===== src/rtl/lot_occupancy_multi.sv =====
// Multi-gate parking-lot occupancy tracker: per-gate beam-sequence decoders
// feeding one shared saturating occupancy counter with flags and BCD digits.
module lot_occupancy_multi #(
    parameter int unsigned NUM_GATES = 2,
    parameter int unsigned CAPACITY  = 25,
    localparam int unsigned CNT_W    = $clog2(CAPACITY + 1)
) (
    input  logic                 clk,
    input  logic                 rst,
    input  logic [NUM_GATES-1:0] a,
    input  logic [NUM_GATES-1:0] b,
    output logic [CNT_W-1:0]     count,
    output logic                 full,
    output logic                 empty,
    output logic [NUM_GATES-1:0] enter_pulse,
    output logic [NUM_GATES-1:0] exit_pulse,
    output logic                 reject,
    output logic                 err_under,
    output logic [3:0]           bcd_tens,
    output logic [3:0]           bcd_ones
);

    localparam int unsigned SUM_W = CNT_W + 4;

    typedef enum logic [2:0] {
        IDLE = 3'd0,
        EN1  = 3'd1,
        EN2  = 3'd2,
        EN3  = 3'd3,
        EX1  = 3'd4,
        EX2  = 3'd5,
        EX3  = 3'd6
    } gate_state_e;

    logic [NUM_GATES-1:0] a_s1_q, a_s2_q, b_s1_q, b_s2_q;
    gate_state_e          state_q [NUM_GATES];
    gate_state_e          state_d [NUM_GATES];
    logic [NUM_GATES-1:0] enter_q, enter_d, exit_q, exit_d;
    logic [CNT_W-1:0]     count_q, count_d;
    logic                 full_q, full_d, empty_q, empty_d;
    logic                 reject_q, reject_d, err_under_q, err_under_d;
    logic [SUM_W-1:0]     e_cnt, x_cnt;
    logic signed [SUM_W-1:0] next_cnt;
    logic [7:0]           cnt8;

    // State registers, including the two-stage sensor synchronisers
    always_ff @(posedge clk or negedge rst) begin
        if (!rst) begin
            a_s1_q      <= '0;
            a_s2_q      <= '0;
            b_s1_q      <= '0;
            b_s2_q      <= '0;
            for (int i = 0; i < NUM_GATES; i++) state_q[i] <= IDLE;
            enter_q     <= '0;
            exit_q      <= '0;
            count_q     <= '0;
            full_q      <= 1'b0;
            empty_q     <= 1'b1;
            reject_q    <= 1'b0;
            err_under_q <= 1'b0;
        end else begin
            a_s1_q      <= a;
            a_s2_q      <= a_s1_q;
            b_s1_q      <= b;
            b_s2_q      <= b_s1_q;
            for (int i = 0; i < NUM_GATES; i++) state_q[i] <= state_d[i];
            enter_q     <= enter_d;
            exit_q      <= exit_d;
            count_q     <= count_d;
            full_q      <= full_d;
            empty_q     <= empty_d;
            reject_q    <= reject_d;
            err_under_q <= err_under_d;
        end
    end

    // Per-gate direction decoder; exit states mirror entry states with a<->b
    always_comb begin
        enter_d = '0;
        exit_d  = '0;
        for (int i = 0; i < NUM_GATES; i++) begin
            state_d[i] = state_q[i];
            case (state_q[i])
                IDLE: begin
                    if ({a_s2_q[i], b_s2_q[i]} == 2'b10)      state_d[i] = EN1;
                    else if ({a_s2_q[i], b_s2_q[i]} == 2'b01) state_d[i] = EX1;
                end
                EN1: case ({a_s2_q[i], b_s2_q[i]})
                    2'b11:   state_d[i] = EN2;
                    2'b10:   state_d[i] = EN1;
                    default: state_d[i] = IDLE;
                endcase
                EN2: case ({a_s2_q[i], b_s2_q[i]})
                    2'b01:   state_d[i] = EN3;
                    2'b10:   state_d[i] = EN1;
                    2'b11:   state_d[i] = EN2;
                    default: state_d[i] = IDLE;
                endcase
                EN3: case ({a_s2_q[i], b_s2_q[i]})
                    2'b00: begin
                        state_d[i] = IDLE;
                        enter_d[i] = 1'b1;
                    end
                    2'b11:   state_d[i] = EN2;
                    2'b01:   state_d[i] = EN3;
                    default: state_d[i] = IDLE;
                endcase
                EX1: case ({a_s2_q[i], b_s2_q[i]})
                    2'b11:   state_d[i] = EX2;
                    2'b01:   state_d[i] = EX1;
                    default: state_d[i] = IDLE;
                endcase
                EX2: case ({a_s2_q[i], b_s2_q[i]})
                    2'b10:   state_d[i] = EX3;
                    2'b01:   state_d[i] = EX1;
                    2'b11:   state_d[i] = EX2;
                    default: state_d[i] = IDLE;
                endcase
                EX3: case ({a_s2_q[i], b_s2_q[i]})
                    2'b00: begin
                        state_d[i] = IDLE;
                        exit_d[i]  = 1'b1;
                    end
                    2'b11:   state_d[i] = EX2;
                    2'b10:   state_d[i] = EX3;
                    default: state_d[i] = IDLE;
                endcase
                default: state_d[i] = IDLE;
            endcase
        end
    end

    // Shared counter: net all gates' events first, then clamp to 0..CAPACITY
    always_comb begin
        e_cnt = '0;
        x_cnt = '0;
        for (int i = 0; i < NUM_GATES; i++) begin
            e_cnt = e_cnt + SUM_W'(enter_q[i]);
            x_cnt = x_cnt + SUM_W'(exit_q[i]);
        end
        next_cnt    = $signed(SUM_W'(count_q)) + $signed(e_cnt) - $signed(x_cnt);
        count_d     = count_q;
        reject_d    = 1'b0;
        err_under_d = err_under_q;
        if (next_cnt[SUM_W-1]) begin
            count_d     = '0;
            err_under_d = 1'b1;
        end else if (next_cnt > $signed(SUM_W'(CAPACITY))) begin
            count_d  = CNT_W'(CAPACITY);
            reject_d = 1'b1;
        end else begin
            count_d = CNT_W'(next_cnt);
        end
        full_d  = (count_d == CNT_W'(CAPACITY));
        empty_d = (count_d == '0);
    end

    assign cnt8        = 8'(count_q);
    assign count       = count_q;
    assign full        = full_q;
    assign empty       = empty_q;
    assign enter_pulse = enter_q;
    assign exit_pulse  = exit_q;
    assign reject      = reject_q;
    assign err_under   = err_under_q;
    assign bcd_tens    = 4'(cnt8 / 8'd10);
    assign bcd_ones    = 4'(cnt8 % 8'd10);

endmodule


===== config.mk =====
export PLATFORM = sky130hd
export DESIGN_NAME = lot_occupancy_multi
export DESIGN_NICKNAME = d
export VERILOG_FILES = /design/src/rtl/lot_occupancy_multi.sv
export SDC_FILE = /design/constraint.sdc
export NUM_CORES = 1
export LEC_CHECK = 0
export CAP_MARGIN = 10
export CORE_MARGIN = 4
export CORE_UTILIZATION = 55
export CTS_CLUSTER_DIAMETER = 100
export DETAILED_ROUTE_END_ITERATION = 10
export GPL_TIMING_DRIVEN = 0
export HOLD_SLACK_MARGIN = 0.05
export PLACE_DENSITY_LB_ADDON = 0.3
export SYNTH_ARGS = -nofsm -noshare
export SYNTH_HDL_FRONTEND = slang
export SYNTH_SLANG_ARGS = --single-unit

===== constraint.sdc =====
create_clock -name clk -period 4.1 [get_ports clk]
set_input_delay 0.82 -clock clk [delete_from_list [all_inputs] [get_ports clk]]
set_output_delay 0.82 -clock clk [all_outputs]
set_load 0.01 [all_outputs]

==> summary.txt, run 1 <==
Status
  – Status: finished, final reports clean

Place
  – Pre-CTS WS: -0.04625 ns
  – Port-buffer cells: 24
  – GPL Wtd Cong: 0.8950
  – Dpl hpwl: 3001 um

STA
  – Shortest period the worst path allows: 3.880 ns
  – Endpoints failing setup: 0
  – Final hold slack: 0.3577 ns
  – RSZ-0062 raised after global routing: false
  – Final worst path period share: 94.64%
  – Setup Skew: 0.002248 ns
  – Peak Freq: 0.2577 GHz
  – Final critical-path setup slack: 0.2196 ns
  – Max-slew violations: 0
  – Fin. Hold Viols: 0
  – Fin Setup TNS: 0 ns

Synthesis
  – Mapped Avg Cell Area: 9.511 um^2
  – Top cells by area, synth: dfrtp_1 32%, ha_1 16%, inv_1 4.7%, a21oi_1 3.5%, fa_1 3.0%
  – Post-synth EDFFs: 0
  – Most common cell in the netlist: dfrtp_1
  – Post-synthesis instance total: 211
  – Area leader, netlist: dfrtp_1
  – FFs w/ async S/R, synth: 100.0%
  – Synth top cells by count: 26 x dfrtp_1, 25 x ha_1, 25 x inv_1
  – Cell area after synthesis: 2007 um^2
  – Yosys reg bits: 27
  – Top_reg_cell synth: dfrtp_1
  – Register area share after synthesis: 33.73%
  – Yosys top cell area share: 32.42%
  – Yosys warning count: 0
  – Unique cell type count in the Yosys netlist: 58

GRT
  – Initial antenna violation count: 0
  – GRT overflow: 0
  – First-pass GRT wire length: 6734 um
  – Pin count of the biggest net entering global routing: 28
  – Vias in the first global route: 1582
  – Gr usage total: 18.75%

Floorplanning
  – Row Count: 21
  – Die Ht: 68.41 um
  – DIE AREA: 4679 um^2
  – Core area: 3442 um^2
  – Die X-Extent: 68.41 um
  – Initial core utilization: 58.31%
  – I/O pin count: 27

Critical path
  – Worst Setup End Kind: output pin
  – Cell Chain, Critical Path: buf_4 -> clkinvlp_4 -> ha_1 -> or3b_1 -> nand2b_1 -> and2_1 -> ha_1 -> o31ai_1 -> o2bb2ai_1 -> a31oi_1 -> clkdlybuf4s50_1
  – Critical path class: flop to output pin
  – Slowest CP cell: clkdlybuf4s50_1
  – Worst r2r src: enter_pulse[0]
  – Register-to-register setup slack: 1.05 ns
  – Data arrival time of the worst path: 3.06 ns
  – Critical Path RT: 3.28 ns
  – Reg2reg end: count[1]
  – Max FO, Critical Path: 9
  – CP dominant cell by count: ha_1
  – Crit start category: flop
  – FF-to-FF path depth: 11
  – Slowest cell delay on critical path: 0.55 ns

Drt
  – Wirelength per Cell: 13.09 um
  – Routed Antenna Nets: 0
  – Drt first-iter violations: 45
  – Via count: 1599
  – Total Wirelength: 3796 um
  – Avg Vias per Cell: 5.514
  – Pre-antenna DRT Iters: 5
  – DRC Markers: 0

Clocking
  – Total CTS buffers: 3
  – Clk buf depth: 2
  – Clock slew at reported path FFs: 0.09 ns
  – Htree depth: 1
  – CTS tree: built
  – Later-pin clock latency in the skew report: 0.27 ns
  – CTS root buffer: clkbuf_8
  – Clock sinks: 27
  – Cts hold-fix bufs: 0

Final layout
  – Core Util, Final: 69.68%
  – Nets: 279
  – Multi-input logic area: 1185 um^2
  – Fraction of layout cells with a size suffix above 1: 10.25%
  – Storage cell area: 676.9 um^2
  – # fillers: 275
  – ANT cells: 0
  – Layout area overhead: 19.51%

Hold path
  – Worst Hold Launch: a_s1_q[0]
  – Worst Hold End: a_s2_q[0]
  – Hold Path Cell Cnt: 0
  – HP Class: flop to flop

Power and ir drop
  – Tot Pwr: 1.512 mW
  – VDD IR max: 0.3014 mV
  – Static Leak: 1.104 nW
  – PD cells: 630.6 nW/um^2

Flow run
  – Max-Cap Viols: 0
[metrics by stage]
step                      instance area (um^2)  instances
after CTS                                 2387        289
after floorplan                           2011        212
after global routing                      2399        290
after global placement                    2308        282
final                                     2399        290
after detailed placement                  2308        282
[flip-flops by register name, summed over array words and instances, names as in the netlist, 2 cells and up]
name         count
a_s1_q           2
a_s2_q           2
b_s1_q           2
b_s2_q           2
count            5
enter_pulse      2
exit_pulse       2
state_q          6
[report_power, final]
part | switching [mW] | internal [mW]
clock network | 0.0820 | 0.0688
registers | 0.0616 | 0.331
logic | 0.499 | 0.470
[worst max-delay path by stage]
stage                   from           to  slack (ns)  depth (start not counted)
CTS                 count[3]  bcd_ones[3]        0.13                         11
detailed placement  count[3]  bcd_ones[3]       -0.05                         11
global placement    count[3]  bcd_ones[3]       -0.05                         11
finish              count[3]  bcd_ones[2]        0.22                         11
global route        count[3]  bcd_ones[2]        0.06                         12
floorplan           count[3]  bcd_ones[3]        0.65                         10
[cell usage in the layout (no fill, tap or decap), types with 2 or more instances in the layout]
master	n
a211o_1	2
a211oi_1	2
a21o_1	2
a21oi_1	14
a221oi_1	2
a31oi_1	4
and2_1	2
and4bb_1	2
buf_4	8
clkbuf_1	3
clkbuf_8	3
clkdlybuf4s50_1	23
clkinvlp_4	2
conb_1	2
dfrtp_1	26
fa_1	3
ha_1	24
inv_1	24
mux2_2	2
nand2_1	11
nand2b_1	4
nand3_1	5
nand4_1	2
nor2_1	16
nor2b_1	4
nor3_1	5
o211ai_1	2
o21ai_0	6
o21ai_1	2
o21bai_1	2
o31ai_1	2
xor2_1	2
[routing by layer]
layer	global-route usage (%)	up-vias	share of wire, %
met1	23.36	759	44
met4	4.715	0	1.3
li1	-	801	-
met2	34.21	33	50
met5	0	-	0
met3	1.970	6	4.0
[logic make-up (layout without fill, tap and decap cells)]
group | after synthesis | in the layout | share of synthesized area, %
and+or+nand+nor | 60 | 60 | 16.96
AOI/OAI and AO/OA | 55 | 55 | 20.07
buffers and inverters | 34 | 66 | 7.543
adders and majority gates | 28 | 28 | 18.58
DFF | 27 | 27 | 33.73
xor gates and xnor gates | 3 | 3 | 1.309
muxes | 3 | 3 | 1.621
other | 1 | 2 | 0.1869
[repair_timing]
action | CTS | global route
setup buffers | 3 | 0
endpoints found under the setup margin | 1 | 1
resized for setup | 4 | 2
[cell type report]
class | instances | share of cell area, %
tap | 46 | 2.400
buffer | 9 | 2.504
inverter | 25 | 4.069
sequential | 27 | 28.22
clock inverter | 1 | 0.3130
clock buffer | 3 | 1.721
timing repair buffer | 28 | 11.37
multi-input combinational | 151 | 49.40
[critical path: cells and delay by family (launching register included)]
kind	cells	cell delay [ns]
AO/OA/AOI/OAI	3	0.29
adder cells (fa/ha/maj)	2	0.53
buffers and inverters	3	0.82
flip-flops	1	0.36
AND/OR/NAND/NOR	3	0.80
Note: power is estimated with default switching activity, not from simulation.
==> inputs of run 2 (changes only) <==
--- a/config.mk
+++ b/config.mk
@@ -6,7 +6,7 @@
 export NUM_CORES = 1
 export LEC_CHECK = 0
 export CAP_MARGIN = 10
-export CORE_MARGIN = 4
+export CORE_MARGIN = 2
 export CORE_UTILIZATION = 55
 export CTS_CLUSTER_DIAMETER = 100
 export DETAILED_ROUTE_END_ITERATION = 10
==> constraint.sdc (replaced) <==
create_clock -name clk -period 4.1 [get_ports clk]
set_input_delay 0.615 -clock clk [delete_from_list [all_inputs] [get_ports clk]]
set_output_delay 0.615 -clock clk [all_outputs]
set_load 0.01 [all_outputs]
==> summary.txt, run 2 (synthesized netlist as in run 1, its figures left out) <==
Critical path
  – Worst r2r src: enter_pulse[0]
  – Max FO, Critical Path: 9
  – FF-to-FF path depth: 11
  – Setup crit end: bcd_ones[2]
  – Critical Path RT: 3.48 ns
  – Crit start category: flop
  – Register-to-register setup slack: 1.00 ns
  – Worst setup path startpoint: count[3]
  – Worst Setup End Kind: output pin
  – Critical path class: flop to output pin
  – Data arrival time of the worst path: 3.16 ns
  – Reg2reg end: count[1]

Clocking
  – Cts hold-fix bufs: 0
  – Clk buf depth: 2
  – Clock sinks: 27
  – CTS root buffer: clkbuf_4
  – Clock slew at reported path FFs: 0.14 ns
  – Later-pin clock latency in the skew report: 0.32 ns
  – CTS tree: built
  – Total CTS buffers: 3
  – Htree depth: 1

STA
  – Max-slew violations: 0
  – Shortest period the worst path allows: 3.776 ns
  – Final hold slack: 0.2660 ns
  – Fin Setup TNS: 0 ns
  – Fin. Hold Viols: 0
  – Worst-Margin Slew: 0.5842 ns
  – RSZ-0062 raised after global routing: false
  – Endpoints failing setup: 0
  – Setup Skew: 0.001795 ns
  – Final critical-path setup slack: 0.3243 ns
  – Peak Freq: 0.2649 GHz
  – Final worst path period share: 92.09%
  – Max-slew headroom: 61.05%

Drt
  – Via count: 1609
  – Avg Vias per Cell: 5.587
  – Pre-antenna DRT Iters: 4
  – Wirelength per Cell: 13.16 um
  – Drt first-iter violations: 131
  – Routed Antenna Nets: 0
  – DRC Markers: 0
  – Total Wirelength: 3790 um

Final layout
  – # fillers: 268
  – Most frequent cells in the layout: 26 x dfrtp_1, 24 x inv_1, 24 x ha_1
  – Core Util, Final: 69.38%
  – Layout area overhead: 18.08%
  – Largest register by flop count: state_q
  – Nets: 277
  – Commonest non-fill, non-tap cell in the layout: dfrtp_1
  – Design Area, Final: 2370 um^2
  – Fraction of layout cells with a size suffix above 1: 9.504%
  – Non-Filler Instances: 288
  – Largest register FFs: 6
  – ANT cells: 0

GRT
  – Top Usage Layer GRT: met2
  – Gr usage total: 20.77%
  – Met1 Use GR: 25.06%
  – GRT overflow: 0
  – GRT met3 Usage: 2.465%
  – Pin count of the biggest net entering global routing: 28
  – First-pass GRT wire length: 6920 um
  – Met2 usage: 38.54%
  – Vias in the first global route: 1625
  – Initial antenna violation count: 0

Flow run
  – Max-Cap Viols: 0

Place
  – Dpl hpwl: 2954 um
  – Pre-CTS WS: 0.1859 ns
  – Area post-placement: 2308 um^2
  – GPL Wtd Cong: 0.8166
  – Post-Place Cells: 282
  – Port-buffer cells: 24

Status
  – Status: finished, final reports clean

Power and ir drop
  – Tot Pwr: 1.473 mW
  – PD cells: 621.7 nW/um^2
  – Static Leak: 1.094 nW
  – VDD IR max: 0.2558 mV

Floorplanning
  – DIE AREA: 4148 um^2
  – Initial core utilization: 58.75%
  – I/O pin count: 27
  – Row Count: 21
  – Die Ht: 64.41 um
  – Die X-Extent: 64.41 um
  – Core area: 3416 um^2

Hold path
  – HP Class: input port to async pin
## run 2: worst min-delay path by stage
stage / startpoint / end / depth (start not counted)
floorplan: rst / a_s1_q[0] / 0
global placement: b_s1_q[1] / b_s2_q[1] / 0
detailed placement: a_s1_q[0] / a_s2_q[0] / 0
CTS: a_s1_q[0] / a_s2_q[0] / 0
global route: rst / reject / 1
finish: rst / err_under / 1
## run 2: worst max-delay path, stage by stage, from the launching register on
cell             delay [ns]
dfrtp_1                0.38
buf_4                  0.17
clkinvlp_4             0.10
ha_1                   0.24
or3b_1                 0.42
nand2b_1               0.20
and2_1                 0.19
ha_1                   0.29
o31ai_1                0.07
o2bb2ai_1              0.08
a31oi_1                0.14
clkdlybuf4s50_1        0.55
## run 2: power breakdown
part / internal (mW) / total, mW / leakage (nW) / switching [mW]
combinational: 0.475 / 0.963 / 0.753 / 0.489
clock: 0.0373 / 0.116 / 0.0139 / 0.0790
sequential: 0.330 / 0.394 / 0.328 / 0.0634
## run 2: layout make-up
type	instances	area [um^2]	area share (%)
inverter	25	97.59	4.118
clock inverter	1	7.507	0.3168
sequential	27	676.9	28.56
tap	46	57.56	2.429
buffer	9	60.06	2.534
timing repair buffer	26	252.7	10.67
multi-input combinational	151	1195	50.42
clock buffer	3	22.52	0.9504
## run 2: routing by layer
| metal | vias to the layer above | part of all wire [%] |
|---|---|---|
| met3 | 2 | 2.9 |
| li1 | 795 | - |
| met2 | 31 | 52 |
| met5 | - | 0 |
| met4 | 0 | 0.63 |
| met1 | 781 | 44 |
## run 2: what timing repair did
action,CTS,global route
pin swaps,0,0
gates resized for setup,3,2
setup buffers,2,0
setup endpoints to repair,1,1
